## src/rtl/mips_div_pkg.sv

```systemverilog
// Shared types and sizing for the MIPS DIV/DIVU unit.
// Holds the FSM state encoding and the default operand width.
package mips_div_pkg;
    localparam int DIV_WIDTH = 32;
    localparam int DIV_CNT_W = $clog2(DIV_WIDTH);

    typedef enum logic [1:0] {
        IDLE,
        RUN,
        FIX,
        DONE
    } div_state_t;
endpackage

```

## src/rtl/mips_div_unit_sub_step.sv

```systemverilog
// Combinational N-bit ripple subtractor chained from 1-bit sub cells.
// Returns a - b and the final borrow (set when b > a).
module div_sub_step #(
    parameter int N = 33
) (
    input  logic [N-1:0] a,
    input  logic [N-1:0] b,
    output logic [N-1:0] diff,
    output logic         borrow
);
    logic [N:0] bchain;

    assign bchain[0] = 1'b0;

    for (genvar i = 0; i < N; i++) begin : g_cell
        sub u_sub (
            .a    (a[i]),
            .b    (b[i]),
            .cin  (bchain[i]),
            .d    (diff[i]),
            .bout (bchain[i+1])
        );
    end

    assign borrow = bchain[N];
endmodule

```

## src/rtl/sub.sv

```systemverilog
// One-bit full subtractor cell: d = a - b - cin, with borrow out.
module sub (
    input  logic a,
    input  logic b,
    input  logic cin,
    output logic d,
    output logic bout
);
    assign d    = a ^ b ^ cin;
    assign bout = (~a & b) | (~(a ^ b) & cin);
endmodule

```

## src/rtl/mips_div_unit.sv

```systemverilog
// Multi-cycle restoring divider for MIPS DIV/DIVU producing LO (quotient)
// and HI (remainder), one quotient bit per clock on magnitudes, sign fixed at the end.
module mips_div_unit
    import mips_div_pkg::*;
#(
    parameter int WIDTH = DIV_WIDTH
) (
    input  logic             clk,
    input  logic             rst,
    input  logic             start,
    input  logic             is_signed,
    input  logic [WIDTH-1:0] dividend,
    input  logic [WIDTH-1:0] divisor,
    output logic             busy,
    output logic             done,
    output logic [WIDTH-1:0] quotient,
    output logic [WIDTH-1:0] remainder,
    output logic             div0
);
    localparam int CW = $clog2(WIDTH);

    div_state_t       state_q, state_d;
    logic [CW-1:0]    cnt_q, cnt_d;
    logic             sgn_quo_q, sgn_quo_d;
    logic             sgn_rem_q, sgn_rem_d;
    logic             zero_q, zero_d;
    logic [WIDTH:0]   prem_q, prem_d;
    logic [WIDTH-1:0] dvd_q, dvd_d;
    logic [WIDTH-1:0] dvs_q, dvs_d;
    logic [WIDTH-1:0] quo_q, quo_d;
    logic [WIDTH-1:0] rem_q, rem_d;
    logic             div0_q, div0_d;

    logic [WIDTH:0]   shifted;
    logic [WIDTH:0]   diff;
    logic             borrow;

    function automatic logic [WIDTH-1:0] mag(input logic [WIDTH-1:0] v, input logic sgn);
        return (sgn && v[WIDTH-1]) ? -v : v;
    endfunction

    // The working dividend doubles as the quotient shift register.
    assign shifted = {prem_q[WIDTH-1:0], dvd_q[WIDTH-1]};

    div_sub_step #(.N(WIDTH + 1)) u_sub_step (
        .a      (shifted),
        .b      ({1'b0, dvs_q}),
        .diff   (diff),
        .borrow (borrow)
    );

    always_ff @(posedge clk) begin
        if (rst) begin
            state_q   <= IDLE;
            cnt_q     <= '0;
            sgn_quo_q <= 1'b0;
            sgn_rem_q <= 1'b0;
            zero_q    <= 1'b0;
            quo_q     <= '0;
            rem_q     <= '0;
            div0_q    <= 1'b0;
        end else begin
            state_q   <= state_d;
            cnt_q     <= cnt_d;
            sgn_quo_q <= sgn_quo_d;
            sgn_rem_q <= sgn_rem_d;
            zero_q    <= zero_d;
            quo_q     <= quo_d;
            rem_q     <= rem_d;
            div0_q    <= div0_d;
        end
    end

    always_ff @(posedge clk) begin
        prem_q <= prem_d;
        dvd_q  <= dvd_d;
        dvs_q  <= dvs_d;
    end

    always_comb begin
        state_d = state_q;
        unique case (state_q)
            IDLE: if (start) state_d = RUN;
            RUN:  if (cnt_q == CW'(WIDTH - 1)) state_d = FIX;
            FIX:  state_d = DONE;
            DONE: state_d = IDLE;
            default: state_d = IDLE;
        endcase
    end

    always_comb begin
        cnt_d     = cnt_q;
        sgn_quo_d = sgn_quo_q;
        sgn_rem_d = sgn_rem_q;
        zero_d    = zero_q;
        prem_d    = prem_q;
        dvd_d     = dvd_q;
        dvs_d     = dvs_q;
        quo_d     = quo_q;
        rem_d     = rem_q;
        div0_d    = div0_q;
        unique case (state_q)
            IDLE: begin
                if (start) begin
                    sgn_quo_d = is_signed & (dividend[WIDTH-1] ^ divisor[WIDTH-1]);
                    sgn_rem_d = is_signed & dividend[WIDTH-1];
                    dvd_d     = mag(dividend, is_signed);
                    dvs_d     = mag(divisor, is_signed);
                    prem_d    = '0;
                    zero_d    = (divisor == '0);
                    cnt_d     = '0;
                end
            end
            RUN: begin
                prem_d = borrow ? shifted : diff;
                dvd_d  = {dvd_q[WIDTH-2:0], ~borrow};
                cnt_d  = cnt_q + CW'(1);
            end
            FIX: begin
                // A zero divisor leaves r = |dividend|, so the normal remainder
                // sign fix restores the raw dividend; only the quotient is forced.
                quo_d  = zero_q ? '1 : (sgn_quo_q ? -dvd_q : dvd_q);
                rem_d  = sgn_rem_q ? -prem_q[WIDTH-1:0] : prem_q[WIDTH-1:0];
                div0_d = zero_q;
            end
            default: ;
        endcase
    end

    always_comb begin
        busy = (state_q == RUN) || (state_q == FIX);
        done = (state_q == DONE);
    end

    assign quotient  = quo_q;
    assign remainder = rem_q;
    assign div0      = div0_q;
endmodule

```

## config.mk

```make
export PLATFORM = sky130hd
export DESIGN_NAME = mips_div_unit
export DESIGN_NICKNAME = d
export VERILOG_FILES = /design/src/rtl/mips_div_pkg.sv /design/src/rtl/mips_div_unit_sub_step.sv /design/src/rtl/sub.sv /design/src/rtl/mips_div_unit.sv
export SDC_FILE = /design/constraint.sdc
export NUM_CORES = 1
export LEC_CHECK = 0
export CAP_MARGIN = 15
export CORE_AREA = 2 2 205 146
export DETAILED_ROUTE_END_ITERATION = 6
export DIE_AREA = 0 0 207 148
export GPL_TIMING_DRIVEN = 0
export SYNTH_ARGS = -nofsm -noshare
export SYNTH_HDL_FRONTEND = slang
export SYNTH_SLANG_ARGS = --single-unit
```

## constraint.sdc

```tcl
create_clock -name clk -period 17 [get_ports clk]
set_input_delay 2.55 -clock clk [delete_from_list [all_inputs] [get_ports clk]]
set_output_delay 2.55 -clock clk [all_outputs]
set_load 0.02 [all_outputs]
```

Yosys cells after proc, flatten, opt, wreduce, memory -nomap -nowiden
Index checks and enable logic that the tools add are counted.
{"block": "totals", "regBits": 171, "inputBits": 68, "wordCells": 272, "output_inout_bits": 67}
{"block": "classes", "n_mux": 15, "n_addsub": 5, "n_bitwise": 226, "n_reduce_logical": 9, "n_eq_ne": 6}
{"cell": "two-way mux 32 bit", "count": 8}
{"cell": "negator 32 bit", "count": 4}
{"cell": "case mux 32 bit (2 select lines)", "count": 2}
{"cell": "bitwise AND 1 bit", "count": 66}
{"cell": "inverter 1 bit", "count": 65}
{"cell": "XOR 1 bit", "count": 64}
{"cell": "zero test 32 bit", "count": 1}
{"cell": "OR 1 bit", "count": 31}
{"cell": "case mux 5 bit (2 select lines)", "count": 1}
{"cell": "case mux 2 bit (4 select lines)", "count": 1}
{"cell": "AND reduction 2 bit", "count": 3}
{"cell": "adder 5 x 1 -> 5 bit, second input constant", "count": 1}
{"cell": "== test 5 bit, second input constant", "count": 1}
{"cell": "two-way mux 5 bit", "count": 1}
{"cell": "== test 2 bit, second input constant", "count": 2}
{"cell": "two-way mux 2 bit", "count": 2}
{"cell": "inequality test 2 bit, second input constant", "count": 2}
{"cell": "== test 2 x 1 -> 1 bit, second input constant", "count": 1}
{"cell": "logical AND 1 bit", "count": 2}
{"cell": "zero test 2 bit", "count": 1}
{"cell": "nonzero test 2 bit", "count": 1}
{"cell": "logical OR 1 bit", "count": 1}

Logic depth before layout (Yosys ltp)
Gate-level depths: netlist of run 1.
{"block": "depth", "depth_word": 67, "ltp_mapped": 38}

Hierarchy
From an unflattened synthesis of run 1, not the netlist that was laid out.
{"block": "unflattened", "hier_cells": 1058, "hier_area_um2": 10267.3}
{"module": "mips_div_unit", "cells_each": 925, "n_inst": 1, "area_per_inst_um2": 9231.4, "seq_area_each_um2": 4384.2}
{"module": "sub", "cells_each": 4, "n_inst": 33, "area_per_inst_um2": 31.3, "seq_area_each_um2": 0.0}
{"module": "div_sub_step", "cells_each": 1, "n_inst": 1, "area_per_inst_um2": 3.8, "seq_area_each_um2": 0.0}

Worst setup path after synthesis of run 1
OpenSTA, ideal clock, no wires.
{"block": "synth_path", "kind": "register -> register", "start": "register dvd_q[31]", "end": "register prem_q[10], data pin", "t_arrival_ns": 13.247, "n_path_buf": 2, "setup_ns": 0.167, "required_time_ns": 16.833, "setup_slack_ns": 3.586, "stages_incl_launch_ff": 39, "cell_sequence": "edfxtp_1 -> inv_1 -> ha_1 -> fa_1 -> fa_1 -> fa_1 -> fa_1 -> fa_1 -> fa_1 -> fa_1 -> fa_1 -> fa_1 -> fa_1 -> fa_1 -> fa_1 -> fa_1 -> fa_1 -> fa_1 -> [... 3 more ...] -> fa_1 -> fa_1 -> fa_1 -> fa_1 -> fa_1 -> fa_1 -> fa_1 -> fa_1 -> fa_1 -> fa_1 -> fa_1 -> fa_1 -> fa_1 -> nand2b_1 -> clkbuf_1 -> buf_1 -> nor2_1 -> a211oi_1"}
{"block": "synth_between", "elab_chain_len": 67, "elab_cells_between_ends": 68, "cone_classes": "mux: 2; bitwise: 66"}
{"element": "start: declaration", "line_no": "mips_div_unit.sv:28", "source": "logic [WIDTH-1:0] dvd_q, dvd_d;"}
{"element": "start signal: assignment", "line_no": "mips_div_unit.sv:76", "source": "dvd_q <= dvd_d;"}
{"element": "inverter 1 bit (*)", "line_no": "sub.sv:10", "source": "assign bout = (~a & b) | (~(a ^ b) & cin);"}
{"element": "bitwise AND 1 bit (*) (2 in a row)", "line_no": "sub.sv:10"}
{"element": "OR 1 bit (*)", "line_no": "sub.sv:10"}
{"element": "bitwise AND 1 bit (*)", "line_no": "sub.sv:10"}
{"element": "OR 1 bit (*)", "line_no": "sub.sv:10"}
{"element": "bitwise AND 1 bit (*)", "line_no": "sub.sv:10"}
{"element": "OR 1 bit (*)", "line_no": "sub.sv:10"}
{"element": "bitwise AND 1 bit (*)", "line_no": "sub.sv:10"}
{"element": "[... 50 more ...]"}
{"element": "OR 1 bit", "line_no": "sub.sv:10"}
{"element": "bitwise AND 1 bit", "line_no": "sub.sv:10"}
{"element": "OR 1 bit", "line_no": "sub.sv:10"}
{"element": "bitwise AND 1 bit", "line_no": "sub.sv:10"}
{"element": "OR 1 bit", "line_no": "sub.sv:10"}
{"element": "bitwise AND 1 bit", "line_no": "sub.sv:10"}
{"element": "two-way mux 32 bit (*)", "line_no": "mips_div_unit.sv:115", "source": "prem_d = borrow ? shifted : diff;"}
{"element": "case mux 32 bit (2 select lines) (*)", "line_no": "mips_div_unit.sv:102", "source": "unique case (state_q)"}
{"element": "end signal: assignment", "line_no": "mips_div_unit.sv:75", "source": "prem_q <= prem_d;"}
{"element": "end: declaration", "line_no": "mips_div_unit.sv:27", "source": "logic [WIDTH:0] prem_q, prem_d;"}
Every way passes the cells marked *; elsewhere a longest branch is shown, timed or not.
A chain may end at the register's enable or synchronous reset.

Worst setup path in the final report of run 1
{"block": "layout_path", "start": "register dvd_q[31]", "end": "register prem_q[13], data pin"}
{"block": "layout_between", "elab_chain_len": 67, "elab_cells_between_ends": 68, "cone_classes": "mux: 2; bitwise: 66"}
{"element": "inverter 1 bit (*)", "line_no": "sub.sv:10"}
{"element": "bitwise AND 1 bit (*) (2 in a row)", "line_no": "sub.sv:10"}
{"element": "OR 1 bit (*)", "line_no": "sub.sv:10"}
{"element": "bitwise AND 1 bit (*)", "line_no": "sub.sv:10"}
{"element": "OR 1 bit (*)", "line_no": "sub.sv:10"}
{"element": "bitwise AND 1 bit (*)", "line_no": "sub.sv:10"}
{"element": "OR 1 bit (*)", "line_no": "sub.sv:10"}
{"element": "bitwise AND 1 bit (*)", "line_no": "sub.sv:10"}
{"element": "[... 50 more ...]"}
{"element": "OR 1 bit", "line_no": "sub.sv:10"}
{"element": "bitwise AND 1 bit", "line_no": "sub.sv:10"}
{"element": "OR 1 bit", "line_no": "sub.sv:10"}
{"element": "bitwise AND 1 bit", "line_no": "sub.sv:10"}
{"element": "OR 1 bit", "line_no": "sub.sv:10"}
{"element": "bitwise AND 1 bit", "line_no": "sub.sv:10"}
{"element": "two-way mux 32 bit (*)", "line_no": "mips_div_unit.sv:115"}
{"element": "case mux 32 bit (2 select lines) (*)", "line_no": "mips_div_unit.sv:102"}
Marked as above.

==> results of run 1 <==
## registers in the layout, summed over array words and instances (netlist names), 2 cells and up
| signal | flops |
|---|---|
| remainder | 32 |
| cnt_q | 5 |
| state_q | 2 |
| prem_q | 32 |
| dvd_q | 32 |
| quotient | 32 |
| dvs_q | 32 |
## power groups by stage
stage / combinational (W) / clock, W / sequential, W
3_3_place_gp: 0.000921 / 0 / 0.000838
3_5_place_dp: 0.000939 / 0 / 0.000835
5_1_grt: 0.00104 / 0.000425 / 0.000850
4_1_cts: 0.000941 / 0.000406 / 0.000827
2_1_floorplan: 0.000555 / 0 / 0.000831
6_report: 0.000940 / 0.000401 / 0.000833
## cell type report
class	count	area, um2
clock buffers	21	440
plain buffers	55	211
flip-flops and latches	171	4380
multi-input cells	726	5120
well taps	378	473
fillers	2802	16300
clock inverters	11	146
repair buffers	134	1360
inverters	51	194
## placed cells by master (no fill, tap or decap), types with 22 or more instances in the layout
cell type	count
clkdlybuf4s50_1	133
xor2_1	44
xnor2_1	62
inv_1	50
nor3_1	25
a211oi_1	76
a21oi_1	22
clkbuf_1	49
nor2_1	135
o21ai_0	54
edfxtp_1	96
dfxtp_1	75
fa_1	31
nand2_1	56
o31ai_1	26
## metal layers
layer | wire length [um] | part of all wire (%) | global-route usage, % | vias up
li1 | - | - | - | 3972
met1 | 15200 | 52 | 29.9 | 3957
met2 | 12000 | 41 | 26.7 | 243
met3 | 1660 | 5.7 | 3.19 | 17
met4 | 264 | 0.91 | 4.18 | 2
met5 | 14 | 0.048 | 0 | -
## worst min-delay path, cell delays in order, from the launching register on
cell and delay [ns]:
dfxtp_1 0.31, nor2_1 0.08, nor3_1 0.04
## metrics by stage
step | util, % | instance area, um2 | total power (W) | setup slack [ns] | cells
6_report | 43.1 | 12300 | 0.00217 | 2.58 | 1547
5_1_grt | 43.1 | 12300 | 0.00232 | 2.02 | 1547
4_1_cts | 43.1 | 12300 | 0.00217 | 2.62 | 1547
3_5_place_dp | 41.0 | 11700 | 0.00177 | 2.64 | 1515
3_3_place_gp | 40.9 | 11700 | 0.00176 | 2.75 | 1514
2_1_floorplan | - | 9900 | 0.00139 | 3.59 | 1003
## kinds of logic after synthesis
family / after synthesis / share of synthesized area (%)
adder cells (fa/ha/maj): 42 / 7.66
flip-flops: 171 / 44.3
AO/OA/AOI/OAI: 239 / 16.9
multiplexers: 16 / 1.68
buffers and inverters: 106 / 4.07
XOR/XNOR: 106 / 9.37
AND/OR/NAND/NOR: 323 / 16.1
## worst min-delay path by stage
stage	start	to	slack, ns	cells past startpoint
finish	quotient[12]$_SDFFE_PP0P_	quotient[12]$_SDFFE_PP0P_	0.48	2
global route	remainder[3]$_SDFFE_PP0P_	remainder[3]$_SDFFE_PP0P_	0.51	2
CTS	quotient[12]$_SDFFE_PP0P_	quotient[12]$_SDFFE_PP0P_	0.48	2
detailed placement	quotient[12]$_SDFFE_PP0P_	quotient[12]$_SDFFE_PP0P_	0.47	2
global placement	quotient[12]$_SDFFE_PP0P_	quotient[12]$_SDFFE_PP0P_	0.47	2
floorplan	cnt_q[4]$_SDFFE_PP0P_	cnt_q[4]$_SDFFE_PP0P_	0.46	2
==> run metrics, run 1 <==
initial antenna violation count 1; Max transition margin 29.9%; post-synth top area cell edfxtp_1; drt total wl 29100 um; fmax 69.3 MHz; Worst R2R End prem_q[13]$_SDFFCE_PN0P_; CTS tree built; worst slew pin tran 1.04 ns; max-slew violation count 0; Max-Cap Viols 0; share of the synthesized area in the top cell type 29.1%; via/cell ratio 5.29; aggregate negative setup slack 0 ns; Yosys reg bits 171; global-route wire length before repair 44900 um; initial core utilization 34.6%; Overflow after GRT 0; Avg Synthesized Cell Area 9.87 um2; share of post-route cells with drive strength above 1 4.96%; Async S/R FF share, synth 0%; Lkg Pwr 4.02 nW; fin crit period 14.42 ns; H-tree level count 4; CP bufs+invs 3; FF-to-FF path depth 38; area grow syn2layout 24.4%; Clock transition at path regs 0.07 ns; Post-CTS Setup Inserts 0; switching power 0.000924 W; drt initial violations 660; PortBufs 133; row cnt 52; Seq pwr share 38.3%; Die W 207 um; worst clock skew 0.0130 ns; CP endpoint prem_q[13]$_SDFFCE_PN0P_; vias in the first global route 7676; CTS Sinks 171; synthesized area 9900 um2; most frequent cell after synthesis nor2_1; Clock Power Share 18.4%; Mapped Cells 1003; sequential share of the synthesized area 44.3%; Avg WL per Cell 18.8 um; CP required 17.26 ns; Levels on crit path 38; Int Pwr 0.00125 W; switching share of total power 42.5%; min-delay worst type reg2reg; slowest CP cell edfxtp_1; Peak VDD IR 0.0783 mV; root buffer cell clkbuf_16; Remaining DRCs 0; Final Wtd Congestion 0.913; Power Density 176 nW/um2; Worst setup startpoint dvd_q[31]$_DFFE_PP_; worst stage delay on the critical path 0.53 ns; ant diodes 0; Synth warnings 0; final count of negative-setup-slack endpoints 0; WS Path Type reg2reg; Top FF cell, synth edfxtp_1; Distinct cells, synth 58; worst r2r src dvd_q[31]$_DFFE_PP_; gr usage total 19.0%; CP endpoint kind register; Net Count, Synth 1113; Nets 1266; cell seen most often among critical-path stages fa_1; Comb power frac 43.2%; Post-synth EDFFs 96; Core Area 28600 um2; Die Y 148 um; cts hold-fix bufs 0; Final period util 84.8%; Worst Path Arrival 14.68 ns; RSZ-0062 raised after global routing no; post-detail-place hpwl 22800 um; CP top delay family adder cells; crit start category register; top cells by count, synth 135 x nor2_1, 96 x edfxtp_1, 76 x a211oi_1; reg2reg setup slack 2.58 ns; largest net degree at the start of global routing 65; Top-Level Pins 135; post-route ant nets 0; Fin. Hold Viols 0; critical-path maximum fanout 10; Die ar. 30600 um2; status finished clean; final hold slack 0.479 ns; via count 8191; Pre-antenna DRT Iters 5; clock buffer depth 2; clock latency on the worst-skew pair 0.44 ns; CTS buffer count 17; Area contributors post-synth edfxtp_1 29%, dfxtp_1 15%, fa_1 6.3%, a211oi_1 5.8%, xnor2_1 5.5%; post-CTS resize count 0
Note: power is estimated with default switching activity, not from simulation.
==> run 2: changes to the inputs <==
==> constraint.sdc (replaced) <==
create_clock -name clk -period 15.1 [get_ports clk]
set_input_delay 2.265 -clock clk [delete_from_list [all_inputs] [get_ports clk]]
set_output_delay 2.265 -clock clk [all_outputs]
set_load 0.02 [all_outputs]
==> results of run 2 <==
Same layout as run 1 (identical final DEF). Status: finished clean.
Among the figures that moved: setup slack after placement 2.64 ns -> 0.744 ns; setup slack after layout 2.58 ns -> 0.680 ns; register-to-register setup slack 2.58 ns -> 0.68 ns; total power 0.00217 W -> 0.00245 W; worst IR drop on VDD 0.0783 mV -> 0.0881 mV
==> run 3: changes to the inputs <==
--- a/config.mk
+++ b/config.mk
@@ -6,10 +6,11 @@
 export NUM_CORES = 1
 export LEC_CHECK = 0
 export CAP_MARGIN = 15
-export CORE_AREA = 2 2 205 146
+export CORE_AREA = 2 2 208 149
 export DETAILED_ROUTE_END_ITERATION = 6
-export DIE_AREA = 0 0 207 148
+export DIE_AREA = 0 0 210 151
 export GPL_TIMING_DRIVEN = 0
 export SYNTH_ARGS = -nofsm -noshare
 export SYNTH_HDL_FRONTEND = slang
+export SYNTH_HIERARCHICAL = 1
 export SYNTH_SLANG_ARGS = --single-unit
==> run metrics, run 3 <==
status finished clean; Die W 210 um; Power Density 197 nW/um2; most frequent cells in the layout 135 x nor2_1, 134 x clkdlybuf4s50_1, 96 x edfxtp_1; pre-CTS WS -0.816 ns; total power 0.00254 W; CP required 15.27 ns; gr usage total 18.0%; row cnt 53; WS Path Type reg2reg; post-detail-place hpwl 22100 um; drt total wl 28100 um; Top-Level Pins 135; Die ar. 31700 um2; Async S/R FF share, synth 0%; root buffer cell clkbuf_16; Peak VDD IR 0.0860 mV; Post-synth EDFFs 96; clock buffer depth 2; Final period util 99.8%; most frequent cell after synthesis nor2_1; initial core utilization 34.6%; Min-Delay Path Depth 2; Nets 1331; worst slew pin tran 0.847 ns; Layout Cells excl Fill 1618; Worst Path Arrival 15.24 ns; largest net degree at the start of global routing 34; Mapped Cells 1058; global-route wire length before repair 43500 um; sequential share of the synthesized area 42.7%; Max-Cap Viols 0; Net Count, Synth 1169; RSZ-0062 raised after global routing yes; Avg WL per Cell 17.4 um; post-synth top area cell edfxtp_1; post-route ant nets 0; aggregate negative setup slack 0 ns; Clock transition at path regs 0.07 ns; synthesized area 10300 um2; max-slew violation count 0; fin crit period 15.07 ns; hold path start quotient[11]$_SDFFE_PP0P_; Top FF cell, synth edfxtp_1; ant diodes 0; worst stage delay on the critical path 0.44 ns; fmax 66.4 MHz; H-tree level count 4; commonest non-fill, non-tap cell in the layout nor2_1; min-delay worst type reg2reg; Synth warnings 6; initial antenna violation count 0; clock latency on the worst-skew pair 0.44 ns; drt initial violations 590; Max transition margin 43.6%; critical-path maximum fanout 8; share of the synthesized area in the top cell type 28.1%; crit start category register; via count 8055; PortBufs 134; share of post-route cells with drive strength above 1 14.5%; Core Area 29600 um2; DP Cell Count 1579; Yosys reg bits 171; cell seen most often among critical-path stages inv_2; Worst setup startpoint dvd_q[31]$_DFFE_PP_; Distinct cells, synth 57; CTS tree built; Lkg Pwr 4.63 nW; Fillers 2833; Remaining DRCs 0; final count of negative-setup-slack endpoints 0; via/cell ratio 4.98; Pre-antenna DRT Iters 5; top cells by count, synth 135 x nor2_1, 122 x inv_1, 96 x edfxtp_1; cts hold-fix bufs 0; worst r2r src dvd_q[31]$_DFFE_PP_; CTS buffer count 17; CP endpoint kind register; vias in the first global route 7530; area grow syn2layout 25.9%; FF-to-FF path depth 102; Fin. Hold Viols 0; Final Wtd Congestion 0.863; slowest CP cell edfxtp_1; Avg Synthesized Cell Area 9.70 um2; Final WS setup 0.0290 ns; Area contributors post-synth edfxtp_1 28%, dfxtp_1 15%, fa_1 6.4%, xor2_1 5.6%, nor2_1 4.9%; Die Y 151 um; CTS Sinks 171; worst clock skew 0.0131 ns; Overflow after GRT 0
-- run 3: cell count changes in the layout (fill, tap and decap cells not counted), moves of 22 or more --
cell,change
a211oi_1,-22
fa_1,-31
fa_2,+33
inv_2,+66
mux2i_1,+33
o21ai_0,-33
o21ai_1,+29
xor2_1,+22
-- run 3: per-stage QoR --
stage	hold slack [ns]	instance area (um2)	utilization [%]
after CTS	0.486	12900	43.5
after global placement	0.475	12200	41.1
after global routing	0.506	12900	43.6
after floorplan	0.460	10400	-
after detailed placement	0.478	12200	41.3
final	0.486	12900	43.6
-- run 3: worst paths after layout --
kind                                                   to  slack (ns)
worst max-delay path             prem_q[10]$_SDFFCE_PN0P_        0.03
worst min-delay path            quotient[11]$_SDFFE_PP0P_        0.49
worst max register to register   prem_q[10]$_SDFFCE_PN0P_        0.03
worst min register to register  quotient[11]$_SDFFE_PP0P_        0.49
-- run 3: layout make-up --
cell class	count	area, um2	area share, %
multi-input cells	708	5280	40.9
clock buffers	26	503	3.89
plain buffers	56	314	2.43
inverters	123	462	3.57
well taps	385	482	3.73
repair buffers	143	1460	11.3
flip-flops and latches	171	4380	33.9
clock inverters	6	37.5	0.290
-- run 3: kinds of logic after synthesis --
kind of cell	Yosys count	share of synthesized area, %
compound gates	205	13.9
xor+xnor	109	9.30
fa+ha+maj	43	7.65
buf+inv	179	6.78
flops	171	42.7
mux	55	5.47
other cells	2	0.0731
simple gates	294	14.1
-- run 3: metal layers --
metal / global-route usage, % / wire length [um] / up-vias
met4: 4.54 / 361 / 0
li1: - / - / 4026
met2: 25.0 / 11200 / 201
met3: 3.32 / 1340 / 18
met1: 28.2 / 15200 / 3810
met5: 0 / 0 / -
-- run 3: power by group --
group | internal [W] | leakage (nW) | switching (W)
Combinational | 0.000507 | 2.80 | 0.000658
Sequential | 0.000739 | 1.56 | 0.000225
Clock | 0.000230 | 0.270 | 0.000181
-- run 3: critical path: cells and delay by family (launching register included) --
kind,cells,cell delay [ns]
and+or+nand+nor,1,0.07
adders and majority gates,33,10.84
DFF,1,0.44
buffers and inverters,67,3.30
muxes,1,0.20
-- run 3: repair_timing --
item,in CTS,in global routing
gates cloned,2,0
setup buffers,3,2
endpoints found under the hold margin,0,0
endpoints found under the setup margin,33,33
resized for setup,63,29
pin swaps,17,14
